### src/rtl/sp_sram_pkg.sv
// Shared types, defaults and ring-address helper for the sp_sram_ring slice.
package sp_sram_pkg;

    localparam int unsigned DEF_DATA_W = 16;
    localparam int unsigned DEF_DEPTH  = 10;
    localparam int unsigned DEF_ADDR_W = 4;

    typedef enum logic {
        ST_IDLE  = 1'b0,
        ST_CLEAR = 1'b1
    } stateE;

    // Physical slot of the word written (off+1) ring writes ago; requires ptr, off < depth.
    function automatic int unsigned ringAddr(input int unsigned ptr,
                                             input int unsigned off,
                                             input int unsigned depth);
        int unsigned phys;
        phys = ptr + depth - 32'd1 - off;
        if (phys >= depth) begin
            phys = phys - depth;
        end
        return phys;
    endfunction

endpackage

### src/rtl/sp_sram_ring_if.sv
// Access bus of sp_sram_ring: requester side (master) and memory side (slave).
interface sp_sram_ring_if
    import sp_sram_pkg::*;
#(
    parameter int unsigned DATA_W = DEF_DATA_W,
    parameter int unsigned ADDR_W = DEF_ADDR_W
);
    logic              iCsnRam;
    logic              iWrnRam;
    logic              iModeRing;
    logic [ADDR_W-1:0] iAddrRam;
    logic [DATA_W-1:0] iWtDtRam;
    logic              iClrRam;
    logic [DATA_W-1:0] oRdDtRam;
    logic              oRdVld;
    logic              oBusy;
    logic [ADDR_W-1:0] oWrPtr;

    modport master (
        output iCsnRam, iWrnRam, iModeRing, iAddrRam, iWtDtRam, iClrRam,
        input  oRdDtRam, oRdVld, oBusy, oWrPtr
    );

    modport slave (
        input  iCsnRam, iWrnRam, iModeRing, iAddrRam, iWtDtRam, iClrRam,
        output oRdDtRam, oRdVld, oBusy, oWrPtr
    );
endinterface

### src/rtl/sp_sram_core.sv
// Plain DEPTH x DATA_W storage: one synchronous write port, one registered read port.
// Kept free of control logic so it can be swapped for a vendor macro.
module sp_sram_core
    import sp_sram_pkg::*;
#(
    parameter int unsigned DATA_W = DEF_DATA_W,
    parameter int unsigned DEPTH  = DEF_DEPTH,
    parameter int unsigned ADDR_W = DEF_ADDR_W
) (
    input  logic              Clk12M,
    input  logic              wrEn,
    input  logic [ADDR_W-1:0] wrAddr,
    input  logic [DATA_W-1:0] wrData,
    input  logic              rdEn,
    input  logic [ADDR_W-1:0] rdAddr,
    output logic [DATA_W-1:0] rdData
);
    logic [DATA_W-1:0] mem [DEPTH];

    always_ff @(posedge Clk12M) begin
        if (wrEn) begin
            mem[wrAddr] <= wrData;
        end
        if (rdEn) begin
            rdData <= mem[rdAddr];
        end
    end

endmodule

### src/rtl/sp_sram_ring.sv
// Single-port SRAM with direct/ring addressing and a sequential clear sweep.
// Define SP_SRAM_RESET_CLR_EN to run a clear sweep automatically after every reset.
module sp_sram_ring
    import sp_sram_pkg::*;
#(
    parameter int unsigned DATA_W = DEF_DATA_W,
    parameter int unsigned DEPTH  = DEF_DEPTH,
    parameter int unsigned ADDR_W = DEF_ADDR_W
) (
    input  logic iClk12M,
    input  logic iRst,
    sp_sram_ring_if.slave bus
);
    localparam logic [ADDR_W-1:0] LAST_ADDR = ADDR_W'(DEPTH - 1);

    stateE             state, stateNext;
    logic [ADDR_W-1:0] sweepCnt, sweepNext;
    logic [ADDR_W-1:0] wrPtr, wrPtrNext;
    logic              busyQ;
    logic              rdVldQ, rdVldNext;
    logic              rdZeroQ, rdZeroNext;
    logic              clrReq;
    logic              inRange;
    logic [ADDR_W-1:0] ringRdAddr;

    logic              memWe;
    logic [ADDR_W-1:0] memWAddr;
    logic [DATA_W-1:0] memWData;
    logic              memRe;
    logic [ADDR_W-1:0] memRAddr;
    logic [DATA_W-1:0] memRData;

`ifdef SP_SRAM_RESET_CLR_EN
    // Set by reset so the first cycle after release starts a sweep.
    logic pendClr;

    always_ff @(posedge iClk12M) begin
        pendClr <= iRst;
    end

    assign clrReq = bus.iClrRam | pendClr;
`else
    assign clrReq = bus.iClrRam;
`endif

    assign inRange    = 32'(bus.iAddrRam) < DEPTH;
    assign ringRdAddr = ADDR_W'(ringAddr(32'(wrPtr), 32'(bus.iAddrRam), DEPTH));

    always_comb begin
        stateNext  = state;
        sweepNext  = sweepCnt;
        wrPtrNext  = wrPtr;
        rdVldNext  = 1'b0;
        rdZeroNext = rdZeroQ;
        memWe      = 1'b0;
        memWAddr   = '0;
        memWData   = '0;
        memRe      = 1'b0;
        memRAddr   = '0;
        case (state)
            ST_IDLE: begin
                if (clrReq) begin
                    stateNext = ST_CLEAR;
                    sweepNext = '0;
                    wrPtrNext = '0;
                end else if (!bus.iCsnRam) begin
                    if (bus.iWrnRam) begin
                        rdVldNext  = 1'b1;
                        rdZeroNext = !inRange;
                        memRe      = inRange;
                        memRAddr   = bus.iModeRing ? ringRdAddr : bus.iAddrRam;
                    end else if (bus.iModeRing) begin
                        memWe     = 1'b1;
                        memWAddr  = wrPtr;
                        memWData  = bus.iWtDtRam;
                        wrPtrNext = (wrPtr == LAST_ADDR) ? '0 : wrPtr + ADDR_W'(1);
                    end else begin
                        memWe    = inRange;
                        memWAddr = bus.iAddrRam;
                        memWData = bus.iWtDtRam;
                    end
                end
            end
            ST_CLEAR: begin
                memWe    = 1'b1;
                memWAddr = sweepCnt;
                if (sweepCnt == LAST_ADDR) begin
                    stateNext = ST_IDLE;
                    sweepNext = '0;
                end else begin
                    sweepNext = sweepCnt + ADDR_W'(1);
                end
            end
            default: stateNext = ST_IDLE;
        endcase
        // A reset edge must not disturb memory: an aborted sweep leaves later words intact.
        if (iRst) begin
            memWe = 1'b0;
            memRe = 1'b0;
        end
    end

    always_ff @(posedge iClk12M) begin
        if (iRst) begin
            state    <= ST_IDLE;
            sweepCnt <= '0;
            wrPtr    <= '0;
            busyQ    <= 1'b0;
            rdVldQ   <= 1'b0;
            rdZeroQ  <= 1'b1;
        end else begin
            state    <= stateNext;
            sweepCnt <= sweepNext;
            wrPtr    <= wrPtrNext;
            busyQ    <= (stateNext == ST_CLEAR);
            rdVldQ   <= rdVldNext;
            rdZeroQ  <= rdZeroNext;
        end
    end

    sp_sram_core #(
        .DATA_W (DATA_W),
        .DEPTH  (DEPTH),
        .ADDR_W (ADDR_W)
    ) uCore (
        .Clk12M (iClk12M),
        .wrEn   (memWe),
        .wrAddr (memWAddr),
        .wrData (memWData),
        .rdEn   (memRe),
        .rdAddr (memRAddr),
        .rdData (memRData)
    );

    // Reset and out-of-range reads present zero without touching the macro's read register.
    assign bus.oRdDtRam = rdZeroQ ? '0 : memRData;
    assign bus.oRdVld   = rdVldQ;
    assign bus.oBusy    = busyQ;
    assign bus.oWrPtr   = wrPtr;

endmodule

### src/flat_wrapper.sv
// flat-port wrapper written by rule: the top's interface ports become plain ports
module sp_sram_ring_flat import sp_sram_pkg::*;
#(
    parameter int unsigned DATA_W = DEF_DATA_W,
    parameter int unsigned DEPTH  = DEF_DEPTH,
    parameter int unsigned ADDR_W = DEF_ADDR_W
)
  (iClk12M, iRst, bus_iCsnRam, bus_iWrnRam, bus_iModeRing, bus_iAddrRam, bus_iWtDtRam, bus_iClrRam, bus_oRdDtRam, bus_oRdVld, bus_oBusy, bus_oWrPtr);
  sp_sram_ring_if #(.DATA_W(DATA_W), .ADDR_W(ADDR_W)) bus_i ();
  input  logic iClk12M;
  input  logic iRst;
  input wire logic [$bits(bus_i.iCsnRam)-1:0] bus_iCsnRam;
  input wire logic [$bits(bus_i.iWrnRam)-1:0] bus_iWrnRam;
  input wire logic [$bits(bus_i.iModeRing)-1:0] bus_iModeRing;
  input wire logic [$bits(bus_i.iAddrRam)-1:0] bus_iAddrRam;
  input wire logic [$bits(bus_i.iWtDtRam)-1:0] bus_iWtDtRam;
  input wire logic [$bits(bus_i.iClrRam)-1:0] bus_iClrRam;
  output wire logic [$bits(bus_i.oRdDtRam)-1:0] bus_oRdDtRam;
  output wire logic [$bits(bus_i.oRdVld)-1:0] bus_oRdVld;
  output wire logic [$bits(bus_i.oBusy)-1:0] bus_oBusy;
  output wire logic [$bits(bus_i.oWrPtr)-1:0] bus_oWrPtr;
  assign bus_i.iCsnRam = bus_iCsnRam;
  assign bus_i.iWrnRam = bus_iWrnRam;
  assign bus_i.iModeRing = bus_iModeRing;
  assign bus_i.iAddrRam = bus_iAddrRam;
  assign bus_i.iWtDtRam = bus_iWtDtRam;
  assign bus_i.iClrRam = bus_iClrRam;
  assign bus_oRdDtRam = bus_i.oRdDtRam;
  assign bus_oRdVld = bus_i.oRdVld;
  assign bus_oBusy = bus_i.oBusy;
  assign bus_oWrPtr = bus_i.oWrPtr;
  sp_sram_ring #(.DATA_W(DATA_W), .DEPTH(DEPTH), .ADDR_W(ADDR_W)) u_core (.iClk12M(iClk12M), .iRst(iRst), .bus(bus_i));
endmodule
### config.mk
export PLATFORM = sky130hd
export DESIGN_NAME = sp_sram_ring_flat
export DESIGN_NICKNAME = d
export VERILOG_FILES = /design/src/rtl/sp_sram_pkg.sv /design/src/rtl/sp_sram_ring_if.sv /design/src/rtl/sp_sram_core.sv /design/src/rtl/sp_sram_ring.sv /design/src/flat_wrapper.sv
export SDC_FILE = /design/constraint.sdc
export NUM_CORES = 1
export LEC_CHECK = 0
export ABC_AREA = 1
export BUFFER_PORTS_ARGS = -buffer_cell sky130_fd_sc_hd__buf_2
export CAP_MARGIN = 20
export CORE_MARGIN = 2
export CORE_UTILIZATION = 30
export DETAILED_ROUTE_END_ITERATION = 6
export GPL_ROUTABILITY_DRIVEN = 0
export MAX_ROUTING_LAYER = met4
export SETUP_SLACK_MARGIN = 0.5
export SYNTH_ARGS = -nofsm -noshare
export SYNTH_HDL_FRONTEND = slang
export SYNTH_SLANG_ARGS = --single-unit
### constraint.sdc
create_clock -name iClk12M -period 3 [get_ports iClk12M]
set_input_delay 0.6 -clock iClk12M [delete_from_list [all_inputs] [get_ports iClk12M]]
set_output_delay 0.6 -clock iClk12M [all_outputs]
set_load 0.01 [all_outputs]
* Word-level counts from Yosys, hierarchy flattened
Memory sizes are Yosys's and may differ from the RTL's. A register that Yosys moved wholly into a read port is not among the register bits.
Cells that the tools add are included.
** Operators by class
- Magnitude comparators :: 2
- Eq/ne operators :: 5
- $add $sub $neg :: 6
- Bitwise logic cells :: 3
- Reductions and logical operators :: 5
- Muxes and demuxes :: 41
** Operator list (number)
- $mux W16 :: 5
- $mux W4 :: 17
- $ge A32 B4 Y1 const B :: 1
- $sub A32 B1 Y32 const B :: 1
- $sub A32 B4 Y32 :: 1
- $pmux W4 S2 :: 2
- $mux W1 :: 15
- $add A4 B1 Y4 const B :: 2
- $eq A4 B4 Y1 const B :: 2
- $reduce_and A4 Y1 :: 2
- $add A4 B4 Y5 const B :: 1
- $lt A4 B4 Y1 const B :: 1
- $ne A2 B1 Y1 const B :: 2
- $pmux W1 S2 :: 2
- $reduce_or A4 Y1 :: 1
- $sub A4 B4 Y4 const B :: 1
- $not A1 Y1 :: 3
- $ne A2 B2 Y1 const B :: 1
- $reduce_bool A2 Y1 :: 1
- $logic_not A1 Y1 :: 1
** Word-level totals
- Bits of input ports :: 26
- Memories :: 1
- Register bits after elaboration :: 11
- Bits in writable memories :: 160
** Memory list
- u_core.uCore.mem :: words 10, bits a word 16, read ports 1, clocked after memory_dff 1, write ports 1, line sp_sram_core.sv:18 : logic [DATA_W-1:0] mem [DEPTH];

* Logic depth before layout (Yosys ltp)
- Depth in word-level cells :: 10
- Depth in mapped cells :: 21

* Modules after synthesis
Synthesis repeated with hierarchy kept, for this count alone.
** Unflattened totals
- Cells, all modules :: 868
- Area, all modules :: 8558.2 um2
** By module, submodules not included
- sp_sram_core :: cells an instance 647, area each 7293.2 um2, times used 1, sequential area each 5285.1 um2
- sp_sram_ring :: cells an instance 221, area each 1265.0 um2, times used 1, sequential area each 220.2 um2

* Worst setup path before layout
Ideal clock, no wire load.
- Kind :: input to register
- Start :: input bus_iClrRam
- End :: register u_core.uCore.rdData[0], read port of u_core.uCore.mem (enable)
- Path buffers :: 3
- Required time :: 2.588 ns
- Library setup time :: 0.412 ns
- Arrival :: 2.734 ns
- Cell stages on the path :: 8
- Path slack :: -0.146 ns
- Cells stage by stage :: nor2_2 inv_2 nor3_2 buf_4 buf_2 buf_4 inv_1 nor3_1
** On the way
- Cells in the longest elaborated chain, start to end :: 3
** RTL lines
- from (decl) :: line flat_wrapper.sv:17 : input wire logic [$bits(bus_i.iClrRam)-1:0] bus_iClrRam;
- $mux W1 :: line sp_sram_ring.sv:62 : if (clrReq) begin
- $mux W1 :: line sp_sram_ring.sv:60 : case (state)
- $mux W1 :: line sp_sram_ring.sv:97 : if (iRst) begin
- net u_core.memRe :: line sp_sram_ring.sv:29 : logic memRe;
- to (decl) :: line sp_sram_core.sv:16 : output logic [DATA_W-1:0] rdData
The timed path passes the listed nets, and every way through them passes these cells.
A chain may end at the register's enable or synchronous reset.

* Final worst setup path
- Start :: register u_core.wrPtr[1], in the netlist u_core.bus.oWrPtr[1]
- End :: register u_core.uCore.rdData[15], read port of u_core.uCore.mem (data pin)
** On the way
- Cells in the longest elaborated chain, start to end :: 10
** RTL lines
- from (decl) :: line sp_sram_ring.sv:18 : logic [ADDR_W-1:0] wrPtr, wrPtrNext;
- from (signal assigned) :: line sp_sram_ring.sv:114 : wrPtr <= wrPtrNext;
- $add A4 B4 Y5 (*) :: line sp_sram_pkg.sv:18 : phys = ptr + depth - 32'd1 - off;
- $sub A32 B1 Y32 (*) :: line sp_sram_pkg.sv:18
- $sub A32 B4 Y32 (*) :: line sp_sram_pkg.sv:18
- $ge A32 B4 Y1 / $sub A4 B4 Y4 (equally long branches) :: line sp_sram_pkg.sv:19, sp_sram_pkg.sv:20
- $mux W4 (*) :: line sp_sram_pkg.sv:19 : if (phys >= depth) begin
- $mux W4 (*) :: line sp_sram_ring.sv:71 : memRAddr = bus.iModeRing ? ringRdAddr : bus.iAddrRam;
- $mux W4 (*) :: line sp_sram_ring.sv:67 : if (bus.iWrnRam) begin
- $mux W4 (*) :: line sp_sram_ring.sv:66 : end else if (!bus.iCsnRam) begin
- $mux W4 (*) :: line sp_sram_ring.sv:62
- $mux W4 (*) :: line sp_sram_ring.sv:60
Every way passes the cells marked *; elsewhere a longest branch is shown, timed or not.

==> results.txt <==
Layout cells sized above 1 - 28.1%
Most used DFF post-synth - edfxtp_1
WL/cell - 15.9 um
Crit start category - flop
Number of buffers added on ports - 47
Die width - 173 um
Final setup vio count - 0
Kind of critical path - reg2reg
Worst-skew pair later-pin latency - 0.43 ns
Mux contribution to synthesized area - 7.61%
Global-route usage over all layers - 14.1%
Data required time of the worst path - 3.19 ns
Total global routing overflow - 0
Worst-Margin Slew - 0.800 ns
Clock sinks - 187
Net count, final - 903
Full die area - 30,100 um^2
Antenna violations before repair - 0
Normalized max-slew margin - 46.5%
Max Slew Vio Count - 0
1st-pass router iterations - 5
Crit share post-route - 98.0%
Synth Area in Simple Gates - 17.1%
Largest net degree at the start of global routing - 75
Total I/O pin count - 48
Worst reg-to-reg path cell count - 21
Data arrival, critical path - 3.13 ns
GR peak layer - met2
Xor and xnor area share after synthesis - 0.407%
Most frequent cells in the layout - edfxtp_1 (176), nand2_1 (130), inv_1 (94)
Maximum VDD drop - 0.425 mV
Worst hold slack - 0.462 ns
Layout overhead on the synthesized area - 24.0%
Post-synth ARST share - 0%
Synth Area in Compound Gates - 1.92%
GR Util met3 - 1.97%
Minimum clock period - 2.94 ns
Layout Cells excl Fill - 1,262
# H-tree levels - 4
Die height - 173 um
Root buf cell - clkbuf_16
Yosys reg bits - 187
Util after Layout - 37.5%
First-pass GRT wire length - 31,400 um
CP max FO - 6
Post-Synth Adder-Cell Area - 1.83%
Clock buffer depth - 2
Cts bufs inserted - 17
Initial Utilization - 30.3%
Clock transition at the registers of the reported paths - 0.07 ns
Final HPWL DP - 12,500 um
M1 GR Usage - 19.4%
Setup Skew - 0.00848 ns
Fillcell total - 2,813
DRC - 0
Max_cap viols - 0
Max frequency - 340 MHz
RSZ-0062 raised after global routing - true
N_diodes - 0
P_leak - 0.00450 uW
Synth unique cells - 38
Worst hold path stage count - 2
HP Class - reg2reg
CTS tree - yes
Vias - 5,646
Final wirelength - 20,100 um
Status - finished, final reports clean
Final ANT Viol Nets - 0
Synth Area per Inst - 11.0 um^2
Syn Nets - 819
Synth Warn # - 0
Rows - 62
Vias in the first global route - 5,496
Mapped Area - 8620 um^2
Placed insts - 1,218
Post-synth EDFFs - 176
R2R Setup Slk - 0.06 ns
CTS Hold Bufs - 0
Pwr per Cell Area - 534 nW/um^2
Setup TNS - 0 ns
Sequential fraction of the synthesis area - 63.9%
Largest family of logic cells by synthesized area - simple AND/OR/NAND/NOR gates
Met2 Resource Use GR - 21.2%
Initial DRC count - 540
Most common cell after layout, fill and taps aside - edfxtp_1
Via density - 4.47
CP Capture Type - flop
Core Area - 28,500 um^2
Mapped Cells - 781
Final hold viol count - 0
logic make-up (layout without fill, tap and decap cells):
logic type,after synthesis,in the layout
simple gates,341,342
flops,187,187
buf+inv,149,245
mux,60,60
compound gates,28,28
fa+ha+maj,12,12
xor+xnor,4,4
final timing paths:
path	startpoint	end
hold reg to reg	u_core.sweepCnt[3]	u_core.sweepCnt[3]
setup reg to reg	u_core.bus.oWrPtr[1]	u_core.uCore.rdData[15]
setup / recovery	u_core.bus.oWrPtr[1]	u_core.uCore.rdData[15]
hold / removal	u_core.sweepCnt[3]	u_core.sweepCnt[3]
sequential cells by signal, summed over array words and instances (netlist names):
signal and flops:
u_core.bus.oWrPtr 4, u_core.state 1, u_core.uCore.rdData 16, u_core.uCore.mem 160
u_core.bus.oRdVld 1, u_core.sweepCnt 4, u_core.rdZeroQ 1
report_power, final:
part | switching, uW | leakage (uW) | internal (uW)
registers | 14.0 | 0.00179 | 2870
clock network | 1000 | 0.000286 | 1250
logic | 337 | 0.00242 | 237
metrics by stage:
step	worst slack [ns]	total power [uW]	instance area (um^2)
3_3_place_gp	-0.173	3410	9640
5_1_grt	-0.123	5910	10700
2_1_floorplan	0.241	3250	8740
4_1_cts	0.0990	5720	10500
3_5_place_dp	-0.205	3410	9640
6_report	0.0595	5700	10700
layout make-up:
| type | instances | area, um^2 | area share (%) |
|---|---|---|---|
| flip-flops and latches | 187 | 5510 | 51.6 |
| multi-input cells | 446 | 2810 | 26.2 |
| repair buffers | 98 | 855 | 8.00 |
| well taps | 384 | 480 | 4.50 |
| inverters | 115 | 449 | 4.20 |
| clock buffers | 18 | 429 | 4.02 |
| clock inverters | 14 | 158 | 1.48 |
cell usage after synthesis, types with 2 or more instances:
library cell | instances | area [um^2]
buf_4 | 5 | 37.5
edfxtp_1 | 176 | 5290
inv_2 | 10 | 37.5
nor2_1 | 62 | 233
o21ai_0 | 5 | 25.0
nand2_2 | 4 | 25.0
xnor2_1 | 2 | 17.5
mux2i_1 | 16 | 160
o22ai_1 | 2 | 12.5
nand3_1 | 108 | 541
mux2_1 | 13 | 146
xor2_1 | 2 | 17.5
a211oi_1 | 2 | 15.0
clkinv_1 | 9 | 33.8
buf_2 | 16 | 80.1
mux2_2 | 31 | 349
buf_6 | 4 | 45.0
a21oi_1 | 15 | 75.1
nand2_1 | 155 | 582
nor3_1 | 2 | 10.0
nand3_2 | 2 | 20.0
clkbuf_1 | 8 | 30.0
inv_1 | 96 | 360
dfxtp_1 | 11 | 220
nand4_1 | 2 | 12.5
ha_1 | 11 | 138
what timing repair did:
item,in CTS,in global routing
pin swaps,36,33
endpoints found under the hold margin,0,0
gates resized for setup,36,29
cloned,3,4
setup buffers,4,1
setup endpoints to repair,16,16
critical path, stage by stage (launching register included):
cell	delay (ns)
dfxtp_4	0.36
ha_4	0.16
or2_4	0.24
nand2_4	0.06
ha_4	0.15
inv_4	0.03
a21oi_2	0.12
nor2_1	0.07
ha_1	0.27
inv_1	0.04
nor2_2	0.13
buf_4	0.13
nand4_1	0.12
nand3_2	0.11
nand2_4	0.09
nand2_8	0.13
clkbuf_16	0.16
nand2_1	0.06
nand3_1	0.09
nand2_2	0.06
nand2_2	0.08
nand2_2	0.05
layer usage:
metal / up-vias / share of wire (%)
li1: 2800 / -
met1: 2692 / 47
met2: 130 / 46
met3: 24 / 4.6
met4: 0 / 1.6
met5: - / 0
No activity file was read; power rests on OpenSTA's default activity.
